File: src/rtl/vdpu_pkg.sv
// Shared types for the vector dot-product unit: default widths, top-K table entry
// and the collector state encoding.
package vdpu_pkg;

    localparam int unsigned ID_WIDTH_DEF    = 20;
    localparam int unsigned SCORE_WIDTH_DEF = 32;

    typedef struct packed {
        logic                              valid;
        logic signed [SCORE_WIDTH_DEF-1:0] score;
        logic        [ID_WIDTH_DEF-1:0]    id;
    } topk_entry_t;

    typedef enum logic {
        COLLECT = 1'b0,
        DRAIN   = 1'b1
    } state_t;

endpackage

File: src/rtl/topk_collector_cell.sv
// One slot of the sorted top-K table: reports whether it outranks the incoming
// beat and computes its own next contents (keep, take the new beat, or take the
// entry from the slot above).
module topk_cell
    import vdpu_pkg::*;
#(
    parameter type entry_t = topk_entry_t
) (
    input  entry_t own,
    input  entry_t above,
    input  entry_t new_beat,
    input  logic   insert_here,
    input  logic   shift_in,
    output entry_t next,
    output logic   ge_flag
);

    // Existing valid entry with an equal or higher score keeps its rank (ties favour earlier arrival)
    always_comb begin
        ge_flag = own.valid && ($signed(own.score) >= $signed(new_beat.score));
    end

    // Next slot contents: insertion wins over shifting, otherwise hold
    always_comb begin
        next = own;
        if (insert_here) begin
            next = new_beat;
        end else if (shift_in) begin
            next = above;
        end
    end

endmodule

File: src/rtl/topk_collector.sv
// Running top-K collector: inserts scored beats into a descending sorted table,
// then drains it in rank order over a valid/ready port when the scan ends.
module topk_collector
    import vdpu_pkg::*;
#(
    parameter int unsigned ID_WIDTH    = ID_WIDTH_DEF,
    parameter int unsigned SCORE_WIDTH = SCORE_WIDTH_DEF,
    parameter int unsigned K           = 8
) (
    input  logic                   clk,
    input  logic                   rst,
    input  logic                   in_valid,
    input  logic [SCORE_WIDTH-1:0] in_score,
    input  logic [ID_WIDTH-1:0]    in_id,
    input  logic                   in_last,
    output logic                   busy,
    output logic                   out_valid,
    input  logic                   out_ready,
    output logic [SCORE_WIDTH-1:0] out_score,
    output logic [ID_WIDTH-1:0]    out_id,
    output logic [$clog2(K)-1:0]   out_rank,
    output logic                   out_last,
    output logic                   drop_err
);

    localparam int unsigned RW = $clog2(K);
    localparam int unsigned CW = $clog2(K + 1);

    typedef struct packed {
        logic                          valid;
        logic signed [SCORE_WIDTH-1:0] score;
        logic        [ID_WIDTH-1:0]    id;
    } entry_t;

    entry_t         slot     [K];
    entry_t         slot_nxt [K];
    entry_t         above    [K];
    entry_t         beat;
    logic [K-1:0]   ge;
    logic [K-1:0]   ins;
    logic [K-1:0]   shf;
    logic [CW-1:0]  p;
    logic [CW-1:0]  count;
    logic [CW-1:0]  count_nxt;
    logic [RW-1:0]  idx;
    logic [RW-1:0]  idx_inc;
    logic           accept;
    logic           clear;
    state_t         state;

    assign accept  = in_valid && (state == COLLECT);
    assign clear   = (state == DRAIN) && out_valid && out_ready && out_last;
    assign idx_inc = idx + 1'b1;

    // Incoming beat as a table entry, and the neighbour each slot shifts from
    always_comb begin
        beat.valid = 1'b1;
        beat.score = in_score;
        beat.id    = in_id;
        above[0]   = '0;
        for (int unsigned k = 1; k < K; k++) begin
            above[k] = slot[k-1];
        end
    end

    for (genvar g = 0; g < K; g++) begin : g_cell
        topk_cell #(.entry_t(entry_t)) u_cell (
            .own         (slot[g]),
            .above       (above[g]),
            .new_beat    (beat),
            .insert_here (ins[g]),
            .shift_in    (shf[g]),
            .next        (slot_nxt[g]),
            .ge_flag     (ge[g])
        );
    end

    // ge is a thermometer code over the sorted table, so its popcount is the insert position
    always_comb begin
        p = '0;
        for (int unsigned k = 0; k < K; k++) begin
            p = p + CW'(ge[k]);
        end
        for (int unsigned k = 0; k < K; k++) begin
            ins[k] = accept && (CW'(k) == p);
            shf[k] = accept && (CW'(k) > p);
        end
        count_nxt = count;
        if (accept && (p < CW'(K)) && (count != CW'(K))) begin
            count_nxt = count + 1'b1;
        end
    end

    // Table and fill count registers; emptied by reset or the final drain handshake
    always_ff @(posedge clk) begin
        if (rst || clear) begin
            for (int unsigned k = 0; k < K; k++) begin
                slot[k] <= '0;
            end
            count <= '0;
        end else begin
            for (int unsigned k = 0; k < K; k++) begin
                slot[k] <= slot_nxt[k];
            end
            count <= count_nxt;
        end
    end

    // Collect/drain FSM with registered output beat, rank index and sticky drop flag
    always_ff @(posedge clk) begin
        if (rst) begin
            state     <= COLLECT;
            idx       <= '0;
            busy      <= 1'b0;
            out_valid <= 1'b0;
            out_last  <= 1'b0;
            out_score <= '0;
            out_id    <= '0;
            out_rank  <= '0;
            drop_err  <= 1'b0;
        end else begin
            case (state)
                COLLECT: begin
                    if (accept && in_last) begin
                        // First beat is taken from the post-insert table so it appears one cycle after last
                        state     <= DRAIN;
                        busy      <= 1'b1;
                        out_valid <= 1'b1;
                        idx       <= '0;
                        out_score <= slot_nxt[0].score;
                        out_id    <= slot_nxt[0].id;
                        out_rank  <= '0;
                        out_last  <= (count_nxt == CW'(1));
                    end
                end
                DRAIN: begin
                    if (in_valid) begin
                        drop_err <= 1'b1;
                    end
                    if (out_ready) begin
                        if (out_last) begin
                            state     <= COLLECT;
                            busy      <= 1'b0;
                            out_valid <= 1'b0;
                            out_last  <= 1'b0;
                            out_score <= '0;
                            out_id    <= '0;
                            out_rank  <= '0;
                            idx       <= '0;
                        end else begin
                            idx       <= idx_inc;
                            out_score <= slot[idx_inc].score;
                            out_id    <= slot[idx_inc].id;
                            out_rank  <= idx_inc;
                            out_last  <= (CW'(idx_inc) == (count - CW'(1)));
                        end
                    end
                end
                default: state <= COLLECT;
            endcase
        end
    end

endmodule

File: config.mk
export PLATFORM = sky130hd
export DESIGN_NAME = topk_collector
export DESIGN_NICKNAME = d
export VERILOG_FILES = /design/src/rtl/vdpu_pkg.sv /design/src/rtl/topk_collector_cell.sv /design/src/rtl/topk_collector.sv
export SDC_FILE = /design/constraint.sdc
export NUM_CORES = 2
export LEC_CHECK = 0
export BUFFER_PORTS_ARGS = -buffer_cell sky130_fd_sc_hd__buf_2
export CORE_MARGIN = 2
export CORE_UTILIZATION = 40
export CTS_BUF_LIST = sky130_fd_sc_hd__clkbuf_8
export DETAILED_ROUTE_END_ITERATION = 10
export GPL_TIMING_DRIVEN = 0
export PLACE_DENSITY = 0.58
export SLEW_MARGIN = 40
export SYNTH_ARGS = -nofsm -noshare
export SYNTH_HDL_FRONTEND = slang
export SYNTH_HIERARCHICAL = 1
export SYNTH_SLANG_ARGS = --single-unit
File: constraint.sdc
create_clock -name clk -period 7.38 [get_ports clk]
set_input_delay 0.369 -clock clk [delete_from_list [all_inputs] [get_ports clk]]
set_output_delay 0.369 -clock clk [all_outputs]
set_load 0.01 [all_outputs]
Word level (Yosys, flattened, before mapping)

Memory sizes are Yosys's and may differ from the RTL's.
Cells that the tools add are included.

Output and inout port bits: 59
Memories: 1
Register bits: 63
Input bits: 57
Bits in latches: 0
Bits in read-only memories: 0
Memory bits (writable): 424
Logic and storage cells: 146

Memory list:

| memory | depth | width | read ports | clocked after memory_dff | write ports | line                 | RTL |
|---|---|---|---|---|---|---|---|
| slot   | 8     | 53    | 9          | 0                        | 8           | topk_collector.sv:35 | `entry_t slot [K];` |

Div/mod/pow operators: 0
$mul: 0
Bitwise gates (word level): 9
Add/subtract/negate cells: 10
Reduce and logical (&&, ||, !) cells: 36
Shifts and indexed selects: 0
Multiplexer cells: 52
Eq/ne operators: 13
$lt $le $gt $ge: 17

Operators by type and width:

| operator            | count |
|---|---|
| $mux 53             | 24 |
| $ge 32x32->1        | 8 |
| $mux 32             | 3 |
| $pmux 32 s2         | 1 |
| $mux 20             | 3 |
| $pmux 20 s2         | 1 |
| $logic_and 1x1->1   | 31 |
| $add 4x1->4         | 4 |
| $eq 3x4->1 const A  | 4 |
| $gt 3x4->1 const A  | 4 |
| $mux 1              | 12 |
| $mux 3              | 3 |
| $eq 2x4->1 const A  | 2 |
| $gt 1x4->1 const A  | 2 |
| $gt 2x4->1 const A  | 2 |
| $or 1x1->1          | 8 |
| $pmux 1 s2          | 3 |
| $pmux 3 s2          | 1 |
| $add 3x1->4         | 1 |
| $add 4x1->4 const B | 1 |
| $eq 1x4->1 const A  | 1 |
| $eq 3x4->1          | 1 |
| $eq 4x1->1 const B  | 1 |
| $logic_not 4->1     | 1 |
| 13 further kinds    | 15 |

Depth between registers and ports, before layout

An unclocked memory read counts as a cell.

Depth in word-level cells: 17
Gate-level depth with buffers: 25
Gate-level depth less buffers: 22

Cells and area by module

Netlist, hierarchy kept.

By module, submodules not included:

| module         | area an instance (um2) | cells each | instances |
|---|---|---|---|
| topk_collector | 17628.2                | 1450       | 1 |
| topk_cell      | 1886.8                 | 287        | 8 |

Worst setup path after synthesis

No wires, ideal clock.

Path type: input port to flip-flop
Start point: in in_score[31]
End point: reg out_score[30]
Path buffers: 4
Cell stages on the path: 24
Library setup time: 0.091 ns
Path slack: 1.807 ns
Data arrival time: 5.482 ns
Cell sequence: inv_1 ha_1 nand4_1 nor3_2 a221o_1 nor3_2 xor2_1 a32o_1 inv_1 fa_1 fa_1 fa_1 inv_1 ha_1 fa_1 clkbuf_1 nor4_1 clkbuf_1 clkbuf_1 clkbuf_1 nand2_1 o21ai_0 nand2b_1 a311oi_1

RTL lines:

| what                   | line                  | RTL |
|---|---|---|
| start: declaration     | topk_collector.sv:13  | `input logic [SCORE_WIDTH-1:0] in_score,` |
| end signal: assignment | topk_collector.sv:130 | `out_score <= slot_nxt[0].score;` |
| end signal: assignment | topk_collector.sv:152 | `out_score <= slot[idx_inc].score;` |
| end: declaration       | topk_collector.sv:19  | `output logic [SCORE_WIDTH-1:0] out_score,` |

==> results_dict.tcl <==
set metrics [dict create \
    status "complete, no violations" \
    routedWlPerCell_um 22.3 \
    route.vias.total 28400 \
    fmax_ghz 0.140 \
    die_area_mm2 0.0841 \
    grt_max_degree 17 \
    syn_to_final_growth_pct 12.1 \
    setup_ws_ns 0.237 \
    wl_mm 115 \
    synth_flop_cell "dfxtp_1" \
    p_clk_share_pct 39.9 \
    grt_usage_pct 26.8 \
    critPathKind "reg -> reg" \
    combPwrFrac_pct 17.4 \
    clkTransAtPathRegs_ns 0.06 \
    timing.hold.ws_ns 0.0342 \
    switchingPower_mw 2.08 \
    synth_async_sr_flop_share_pct 0 \
    maxSlewHeadroom_pct 44.3 \
    grt_pass1_vias 26600 \
    via_per_inst 5.53 \
    hp-start "in_valid" \
    hpwl_mm 84.8 \
    r2r_setup_slack_ns 0.24 \
    drive_above_1_share_pct 13.2 \
    place_ws_ns -0.522 \
    vdd_drop_max_uv 117 \
    total_power_mw 6.69 \
    ant_nets 0 \
    seqPwrFrac_pct 42.7 \
    drt-initial-drc-count 2530 \
    worstMarginPinSlew_ns 0.836 \
    postCtsSetupBuffers 0 \
    worst_path_largest_cell_delay_ns 0.59 \
    holdPathEnd "drop_err" \
    worst_r2r_endpoint "slot[7][17]" \
    power.density_mw_per_mm2 182 \
    gp_congestion 0.897 \
    worst-path-buf-inv 6 \
    utilization_pct 45.4 \
    nFillCells 8068 \
    dp_cells 4980 \
    fin_nets 4337 \
    slew_violations 0 \
    p_int_mw 4.60 \
    finalCriticalPeriod_ns 7.14 \
    clock_skew_ns 0.0357 \
    reg2reg_from "slot[3][51]" \
    die_w_um 290 \
    worst_ep_required_time_ns 8.03 \
    syn_avg_cell_area_um2 8.74 \
    cts_tree "yes" \
    root_buffer "clkbuf_8" \
    syn_inst 3746 \
    setup_violations 0 \
    syn_area_mm2 0.0327 \
    hold_depth 3 \
    clock_path_buffers 3 \
    h-tree-depth 3 \
    grt_overflow 0 \
    fin_cells 5141 \
    die_h_um 290 \
    drc 0 \
    yosys_register_bits 487 \
    rr_worst_depth 23 \
    core_mm2 0.0808 \
    crit_slowest_cell "fa_1" \
    drtPass1Iterations 5 \
    arrival_ns 7.79 \
    antenna_found_initial 4 \
    switching_share_pct 31.2 \
    yosys.area.top_type "dfxtp_1" \
    synth_top_area_share_pct 29.8 \
    rows 104 \
    port_buffers 114 \
    yosys-top-cells-area "dfxtp_1, mux2i_1, ha_1" \
    ys_seq_area_share_pct 29.8 \
    grt_pass1_wl_mm 173 \
    hold_viol_final 0 \
    cp_common_cell "fa_1" \
    clock_latency_ns 0.72 \
    fin_area_mm2 0.0367 \
    cts_sinks 487 \
    synth.most_common_cell "dfxtp_1" \
    place_area_mm2 0.0349 \
    io_pins 116 \
    yosys_warnings 6 \
    start_util_pct 40.5 \
    tns_ns 0 \
    synth.distinct_cells 52 \
    register_area_mm2 0.00975 \
    post-route-period-util_pct 96.8 \
    setup.worst_path.end_class "flip-flop" \
    multiInputGateArea_mm2 0.0210 \
    path_cells "ha_1, nand4_1, nor3_2, a221o_1, nor3_2, xor2_1, a32o_1, inv_1, fa_1, fa_1, fa_1, inv_1, ha_1, fa_1, clkbuf_1, nand2_1, nor2_1, clkbuf_2, clkbuf_2, clkbuf_1, nand2_1, o21ai_0, and2_1" \
    min_path_type "in -> reg" \
    cellLeakagePower_nw 16.5 \
    cp_max_fo 10 \
    synth_commonest_cells "dfxtp_1, nand2_1, o21ai_0, and2_1, mux2i_1" \
    path_delay_family "adder cells" \
    synth_edf_count 0 \
    cp-start-kind "flip-flop" \
    rsz0062_at_grt "no" \
    numCtsBuffers 90 \
    maxCapViolCount 0 \
]
==> registers in the layout, summed over array words and instances (netlist names) <==
name / cells
out_valid: 1
out_last: 1
drop_err: 1
out_id: 20
idx: 3
out_score: 32
count: 4
slot: 424
state: 1
==> layout by cell type, fill, tap and decap left out, drive strengths merged, types with 9 or more instances in the layout <==
master and count:
mux4 104, a311oi 52, nor3 22, nor2b 9, xor2 10, clkbuf 276, clkinv 9, conb 62
inv 302, nor2 74, nand2b 56, nand3 42, a211oi 10, nand2 461, mux2i 426, a22oi 52
a21oi 107, and2 427, o211ai 9, dfxtp 487, o21ai 442, a21o 50, buf 211, ha 263
nand4 49
==> worst register-to-register path: stages, from the launching register on <==
cell	delay, ns
dfxtp_1	0.39
ha_1	0.38
nand4_1	0.20
nor3_2	0.41
a221o_1	0.24
nor3_2	0.04
xor2_1	0.35
a32o_1	0.18
inv_1	0.06
fa_1	0.54
fa_1	0.44
fa_1	0.49
inv_1	0.08
ha_1	0.24
fa_1	0.59
clkbuf_1	0.32
nand2_1	0.12
nor2_1	0.12
clkbuf_2	0.38
clkbuf_2	0.57
clkbuf_1	0.58
nand2_1	0.12
o21ai_0	0.10
and2_1	0.14
==> what timing repair did <==
| item | 4_1_cts | 5_1_grt |
|---|---|---|
| pin swaps | 0 | 0 |
| gates resized for setup | 3 | 38 |
| hold buffers | 1 | 0 |
| endpoints found under the setup margin | 31 | 279 |
| hold endpoints to repair | 1 | 0 |
==> worst max-delay path by stage <==
stage,depth (start not counted),end,startpoint,slack [ns]
2_1_floorplan,24,out_score[30],in_score[31],1.81
3_3_place_gp,25,slot[7][52],in_score[31],-0.89
3_5_place_dp,24,slot[2][1],in_score[31],-0.52
4_1_cts,23,slot[3][52],slot[0][51],0.004
5_1_grt,23,slot[1][13],slot[0][51],0.01
6_report,23,slot[7][17],slot[3][51],0.24
==> power by group through the flow <==
stage	Combinational [mW]	Sequential, mW	Clock, mW
3_3_place_gp	1.12	2.91	0
4_1_cts	1.14	2.85	2.71
6_report	1.17	2.85	2.67
5_1_grt	1.27	2.86	2.83
3_5_place_dp	1.14	2.91	0
2_1_floorplan	0.748	2.88	0
==> routing by layer <==
| metal | wire [µm] | part of all wire [%] | track usage, % |
|---|---|---|---|
| met5 | 26 | 0.023 | 0 |
| met4 | 4110 | 3.6 | 9.62 |
| met3 | 7560 | 6.6 | 4.01 |
| met2 | 49800 | 43 | 40.7 |
| met1 | 53400 | 46 | 38.4 |
==> cell type report <==
cell class / count / area share (%)
clock inverters: 41 / 0.474
inverters: 271 / 2.77
multi-input cells: 2793 / 57.1
well taps: 1060 / 3.61
repair buffers: 115 / 1.58
plain buffers: 255 / 3.41
diodes: 1 / 0.00682
clock buffers: 118 / 4.43
flip-flops and latches: 487 / 26.6
==> logic make-up (layout without fill, tap and decap cells) <==
logic type / after synthesis / in the layout / share of synthesized area, %
and+or+nand+nor: 1156 / 1156 / 18.3
adders and majority gates: 267 / 267 / 10.3
xor gates and xnor gates: 17 / 17 / 0.478
AOI/OAI and AO/OA: 761 / 761 / 14.1
DFF: 487 / 487 / 29.8
muxes: 530 / 530 / 20.2
other: 2 / 63 / 0.0230
buffers and inverters: 526 / 800 / 6.81
No activity file was read; power rests on OpenSTA's default activity.
